$ cat config.mk
export PLATFORM = sky130hd
export DESIGN_NAME = ice51_loader
export DESIGN_NICKNAME = d
export VERILOG_FILES = /design/src/rtl/ice51_loader.sv
export SDC_FILE = /design/constraint.sdc
export NUM_CORES = 1
export LEC_CHECK = 0
export ABC_AREA = 1
export CORE_MARGIN = 3
export CORE_UTILIZATION = 35
export DETAILED_ROUTE_END_ITERATION = 12
export PLACE_DENSITY_LB_ADDON = 0.12
export SLEW_MARGIN = 20
export SYNTH_ARGS = -nofsm -noshare
export SYNTH_HDL_FRONTEND = slang
export SYNTH_SLANG_ARGS = --single-unit
$ cat constraint.sdc
create_clock -name i_clk -period 1.9 [get_ports i_clk]
set_input_delay 0.285 -clock i_clk [delete_from_list [all_inputs] [get_ports i_clk]]
set_output_delay 0.285 -clock i_clk [all_outputs]
set_load 0.02 [all_outputs]
$ cat src/rtl/ice51_loader.sv
// UART program loader for the ice51: receives 8N1 bytes, writes them to code
// memory from address 0 and releases the core reset once MEM_SIZE bytes have landed.
module ice51_loader #(
   parameter int CLKS_PER_BIT = 104,
   parameter int MEM_SIZE     = 1024,
   parameter int ADDR_W       = 10,
   parameter bit PRELOAD      = 1'b0
) (
   input  logic              i_clk,
   input  logic              i_nrst,
   input  logic              i_uart_rx,
   output logic              o_mem_we,
   output logic [ADDR_W-1:0] o_mem_addr,
   output logic [7:0]        o_mem_wdata,
   output logic              o_cpu_nrst,
   output logic              o_done,
   output logic              o_frame_err,
   output logic [2:0]        o_dbg_state
);

   localparam int CNT_W = $clog2(CLKS_PER_BIT);
   localparam logic [CNT_W-1:0]  BIT_LAST  = CNT_W'(CLKS_PER_BIT - 1);
   localparam logic [CNT_W-1:0]  HALF_LAST = CNT_W'(CLKS_PER_BIT / 2 - 1);
   localparam logic [ADDR_W-1:0] ADDR_LAST = ADDR_W'(MEM_SIZE - 1);

   typedef enum logic [2:0] {
      IDLE  = 3'd0,
      START = 3'd1,
      DATA  = 3'd2,
      STOP  = 3'd3,
      WRITE = 3'd4,
      DONE  = 3'd5
   } state_t;

   state_t             state, nxt;
   logic               rx_meta, rx_s;
   logic [CNT_W-1:0]   cnt;
   logic [2:0]         bit_cnt;
   logic [7:0]         shift;
   logic               discard;
   logic [ADDR_W-1:0]  addr;
   logic               mem_we, done, cpu_nrst, frame_err;
   logic [7:0]         wdata;

   logic cnt_clr, cnt_inc, shift_en, ferr_set, disc_set, disc_clr, addr_inc, done_set;

   always_comb begin
      nxt      = state;
      cnt_clr  = 1'b0;
      cnt_inc  = 1'b0;
      shift_en = 1'b0;
      ferr_set = 1'b0;
      disc_set = 1'b0;
      disc_clr = 1'b0;
      addr_inc = 1'b0;
      done_set = 1'b0;
      case (state)
         IDLE: begin
            if (PRELOAD) begin
               nxt = DONE;
            end else if (!rx_s) begin
               nxt     = START;
               cnt_clr = 1'b1;
            end
         end
         START: begin
            if (cnt == HALF_LAST) begin
               cnt_clr = 1'b1;
               nxt     = rx_s ? IDLE : DATA;
            end else begin
               cnt_inc = 1'b1;
            end
         end
         DATA: begin
            if (cnt == BIT_LAST) begin
               cnt_clr  = 1'b1;
               shift_en = 1'b1;
               if (bit_cnt == 3'd7) nxt = STOP;
            end else begin
               cnt_inc = 1'b1;
            end
         end
         STOP: begin
            // After a bad stop bit the counter stays saturated until the line idles.
            if (cnt == BIT_LAST) begin
               if (rx_s) begin
                  nxt      = discard ? IDLE : WRITE;
                  disc_clr = 1'b1;
               end else if (!discard) begin
                  ferr_set = 1'b1;
                  disc_set = 1'b1;
               end
            end else begin
               cnt_inc = 1'b1;
            end
         end
         WRITE: begin
            addr_inc = 1'b1;
            if (addr == ADDR_LAST) begin
               done_set = 1'b1;
               nxt      = DONE;
            end else begin
               nxt = IDLE;
            end
         end
         DONE:    nxt = DONE;
         default: nxt = IDLE;
      endcase
   end

   always_ff @(posedge i_clk) begin
      if (!i_nrst) begin
         state     <= IDLE;
         rx_meta   <= 1'b1;
         rx_s      <= 1'b1;
         cnt       <= '0;
         bit_cnt   <= '0;
         shift     <= '0;
         discard   <= 1'b0;
         addr      <= '0;
         mem_we    <= 1'b0;
         wdata     <= '0;
         done      <= 1'b0;
         cpu_nrst  <= 1'b0;
         frame_err <= 1'b0;
      end else begin
         state   <= nxt;
         rx_meta <= i_uart_rx;
         rx_s    <= rx_meta;
         if (cnt_clr)      cnt <= '0;
         else if (cnt_inc) cnt <= cnt + 1'b1;
         if (shift_en) begin
            shift   <= {rx_s, shift[7:1]};
            bit_cnt <= bit_cnt + 1'b1;
         end
         if (disc_set)      discard <= 1'b1;
         else if (disc_clr) discard <= 1'b0;
         if (ferr_set) frame_err <= 1'b1;
         // Strobe and data are registered together so they are aligned with the WRITE state.
         mem_we <= (nxt == WRITE);
         if (nxt == WRITE) wdata <= shift;
         if (addr_inc) addr <= addr + 1'b1;
         if (PRELOAD || done_set) done <= 1'b1;
         cpu_nrst <= PRELOAD ? 1'b1 : done;
      end
   end

   assign o_mem_we    = mem_we;
   assign o_mem_addr  = addr;
   assign o_mem_wdata = wdata;
   assign o_cpu_nrst  = cpu_nrst;
   assign o_done      = done;
   assign o_frame_err = frame_err;
   assign o_dbg_state = state;

endmodule
; Word-level counts from Yosys, hierarchy flattened
; Index checks and enable logic that the tools add are counted.
[word_totals]
regBits = 46
out_inout_bits = 25
wordCells = 61
[classes]
add_sub_neg = 3
reduce_logical = 4
n_eq_ne = 10
bitwise = 1
n_mux = 30
[ops]
columns = operator, n
row1 = two-way mux 3 bit, 8
row2 = two-way mux 1 bit, 18
row3 = case mux 3 bit (6 select lines), 1
row4 = equality test 3 bit (second input constant), 4
row5 = adder 10 x 1 -> 10 bit (second input constant), 1
row6 = equality test 10 bit (second input constant), 1
row7 = adder 7 x 1 -> 7 bit (second input constant), 1
row8 = equality test 7 x 6 -> 1 bit (second input constant), 1
row9 = equality test 7 bit (second input constant), 1
row10 = equality test 3 x 2 -> 1 bit (second input constant), 2
row11 = OR reduction 2 bit, 2
row12 = adder 3 x 1 -> 3 bit (second input constant), 1
row13 = equality test 3 x 1 -> 1 bit (second input constant), 1
row14 = zero test 3 bit, 1
row15 = case mux 1 bit (3 select lines), 1
row16 = two-way mux 2 bit, 1
row17 = case mux 1 bit (2 select lines), 1
row18 = nonzero test 2 bit, 1
row19 = inverter 1 bit, 1

; Depth between registers and ports, before layout
[depth]
ltp_word = 5
mapped_depth = 10

; Least setup slack after synthesis
; OpenSTA, ideal clock, no wires.
[synth_path]
kind = flip-flop to flip-flop
from = reg cnt[0]
to = reg shift[0]
arrival_time_ps = 1355
stages_incl_launch_ff = 8
t_required_ps = 1784
path_buffers = 1
period_less_slack_ps = 1470
setup_slack_ps = 430
cell_sequence = dfxtp_1 ha_1 nand3_2 nor2_8 nand2_2 clkbuf_2 o21ai_0 nor2_1
[synth_between]
elab_chain_cells = 3
[synth_lines]
columns = element, line
row1 = start: declaration, 37  ; logic [CNT_W-1:0] cnt;
row2 = start signal: assignment, 131  ; else if (cnt_inc) cnt <= cnt + 1'b1;
row3 = equality test 7 bit, 75  ; if (cnt == BIT_LAST) begin
row4 = two-way mux 1 bit, 75
row5 = two-way mux 1 bit, 57  ; case (state)
row6 = end signal: assignment, 133  ; shift <= {rx_s, shift[7:1]};
row7 = end: declaration, 39  ; logic [7:0] shift;
; No other way between the ends.
; A chain may end at the register's enable or synchronous reset.

; Worst setup path after layout
[layout_path]
from = reg state[1], in the netlist o_dbg_state[1]
to = out o_dbg_state[1]
[layout_lines]
columns = element, line
row1 = start: declaration, 35  ; state_t state, nxt;
row2 = start signal: assignment, 127  ; state <= nxt;
row3 = end: declaration, 18  ; output logic [2:0] o_dbg_state
; No word-level cell between the ends.

==> run_results.csv <==
group,metric,value,unit
setup_path,path_class,"reg2out",
timing,max_freq,586,MHz
logic_synthesis,async_flop_share,0,
placed_design,post_dp_cell_area,2510,sq um
timing,final_max_slew_viol_count,0,
logic_synthesis,synth_warnings,0,
run,max_cap_violations,0,
cells_and_area,syn_to_final_growth,20.3,%
timing,setup_violations,0,
detailed_routing,vias_per_cell,4.44,
outcome,status,"finished, final reports clean",
cells_and_area,fin_nets,347,
logic_synthesis,synth_top_area_share,0.425,
timing,fin_crit,1710,ps
setup_path,crit_required,1620,ps
placed_design,dp.final_hpwl,3040,um
logic_synthesis,synth_area,2170,sq um
clock_network,clockBufferDepth,2,
detailed_routing,via_count,1847,
logic_synthesis,synthTopCellsByCount,"nand2_1 (74), nor2_1 (60), dfxtp_1 (46), inv_1 (43), nand3_1 (18)",
logic_synthesis,synth_simple_gate_area_share,0.360,
logic_synthesis,synth_top_family_by_area,"simple AND/OR/NAND/NOR gates",
logic_synthesis,synth_compound_area_frac,0.0751,
cells_and_area,diodes,0,
logic_synthesis,netlist-cell-type-count,30,
floorplan,rows,28,
placed_design,place_inst,408,
logic_synthesis,yosys-top-cells-area,"dfxtp_1 (42%), nand2_1 (13%), nor2_1 (10%), inv_1 (7.4%), nand3_1 (4.2%)",
global_route,grt_max_degree,27,
global_route,grt_pass1_vias,1709,
clock_network,cts_sinks,46,
setup_path,cp_top_family,"buffers and inverters",
global_route,grt_antenna_before_repair,0,
logic_synthesis,ys.flop_type,"dfxtp_1",
floorplan,initial_core_util,0.364,
placed_design,place_ws,201,ps
clock_network,cts_hold_buf,0,
timing,timing.final.ws_setup,194,ps
detailed_routing,drtIter0Drc,72,
global_route,grt_overflow,0,
logic_synthesis,syn_inst,311,
setup_path,critPathBufInv,1,
clock_network,cts_tree,"done",
detailed_routing,routedWlPerCell,10.3,um
setup_path,endpoint_kind,"primary output",
cells_and_area,fin_area,2610,sq um
placed_design,gp_congestion,0.758,
setup_path,crit_path_max_incr_delay,650,ps
setup_path,start_kind,"flip-flop",
clock_network,clock-root-buffer,"clkbuf_8",
global_route,grt_pass1_wl,7550,um
logic_synthesis,synthMuxAreaShare,0,
cells_and_area,fillers,619,
floorplan,die_w,84.7,um
clock_network,cts_buffers,5,
power_and_ir_drop,powerDensity,634,nW/um^2
setup_path,crit_arrival,1420,ps
cells_and_area,instances_no_fill,416,
hold_path,hold_class,"reg2reg",
floorplan,fp.coreArea,5960,sq um
logic_synthesis,yosys.area.top_type,"dfxtp_1",
global_route,track_usage,0.129,
timing,setup_tns,0,ps
timing,tightest_slew,491,ps
setup_path,cp_slowest_cell,"clkdlybuf4s50_1",
setup_path,crit_chain,"clkdlybuf4s50_1",
clock_network,path_clk_slew,90,ps
power_and_ir_drop,peakVddDrop,0.000349,V
setup_path,worstPathMaxFanout,7,
logic_synthesis,yosysSeqAreaShare,0.425,
logic_synthesis,syn-num-nets,318,
detailed_routing,antenna_left,0,
timing,slew_headroom,0.672,
detailed_routing,firstDrtPassIters,4,
timing,hold_viol_final,0,
power_and_ir_drop,p_leak,1.23,nW
logic_synthesis,synth-edff-count,0,
floorplan,dieArea,7170,sq um
cells_and_area,layout-drive-gt1-share,0.0850,
logic_synthesis,synthXorXnorAreaFrac,0.0202,
clock_network,htree_levels,2,
detailed_routing,drc,0,
timing,skew,7.17,ps
logic_synthesis,yosysMostFrequentCell,"nand2_1",
timing,rsz0062_at_grt,"false",
logic_synthesis,synth.avg_cell_area,6.97,sq um
detailed_routing,totalWireLength,4280,um
logic_synthesis,synth-seq-cells,46,
timing,min_period_over_period,0.898,
floorplan,die_y,84.7,um
floorplan,num_io_pins,28,
clock_network,clk_latency,300,ps
logic_synthesis,synthAdderAreaFrac,0.0231,
placed_design,io_buffers,27,
==> layer usage <==
| layer | vias to the layer above | routed length [um] | global-route usage |
|---|---|---|---|
| li1 | 1017 | - | - |
| met1 | 796 | 2210 | 0.166 |
| met2 | 28 | 1830 | 0.205 |
| met3 | 6 | 173 | 0.0353 |
| met4 | 0 | 64 | 0.0504 |
| met5 | - | 0 | 0 |
==> sequential cells by signal (all words and copies together) (netlist names) <==
| signal | flops |
|---|---|
| rx_s | 1 |
| o_mem_addr | 10 |
| o_dbg_state | 3 |
| bit_cnt | 3 |
| o_mem_we | 1 |
| cnt | 7 |
| discard | 1 |
| o_cpu_nrst | 1 |
| o_frame_err | 1 |
| rx_meta | 1 |
| o_mem_wdata | 8 |
| o_done | 1 |
| shift | 8 |
==> path summary, 6_finish.rpt <==
kind	from	endpoint	slack (ps)	depth (start not counted)
worst max register to register	cnt[0]$_SDFFE_PP0P_	cnt[4]$_SDFFE_PP0P_	240	8
worst min-delay path	rx_meta$_SDFF_PN1_	rx_s$_SDFF_PN1_	420	1
worst max-delay path	o_dbg_state[1]$_SDFF_PN0_	o_dbg_state[1]	190	1
worst min register to register	rx_meta$_SDFF_PN1_	rx_s$_SDFF_PN1_	420	1
==> report_power, final <==
part | switching, mW | internal (mW)
Sequential | 0.00497 | 0.968
Combinational | 0.0377 | 0.0196
Clock | 0.357 | 0.266
==> stage by stage <==
step	utilization	total power, mW	hold WS, ps
finish	0.438	1.65	424
global route	0.438	1.73	448
floorplan	-	1.03	392
global placement	0.421	1.05	401
detailed placement	0.421	1.05	402
CTS	0.437	1.68	423
==> layout make-up <==
class / instances / area [sq um] / area share
multi-input combinational: 212 / 1040 / 0.399
sequential: 46 / 921 / 0.353
timing repair buffer: 29 / 285 / 0.109
inverter: 46 / 173 / 0.0663
tap: 75 / 93.8 / 0.0360
clock buffer: 5 / 68.8 / 0.0264
clock inverter: 3 / 25.0 / 0.00960
==> kinds of logic (layout without fill, tap and decap cells) <==
group	after synthesis	in the layout
fa+ha+maj	4	4
flops	46	46
compound gates	29	29
buf+inv	53	83
xor+xnor	5	5
simple gates	174	174
==> layout by cell type, fill, tap and decap left out, drive strengths merged, types with 5 or more instances in the layout <==
cell type / count
nand3: 20
nor2: 64
o21ai: 17
nand2: 77
inv: 46
xor2: 5
clkdlybuf4s50: 27
clkbuf: 5
a21oi: 10
nand4: 6
dfxtp: 46
==> repair_timing <==
item | in CTS | in global routing
resized for setup | 0 | 1
setup buffers | 0 | 0
setup endpoints to repair | 0 | 3
(Power assumes the default switching activity.)
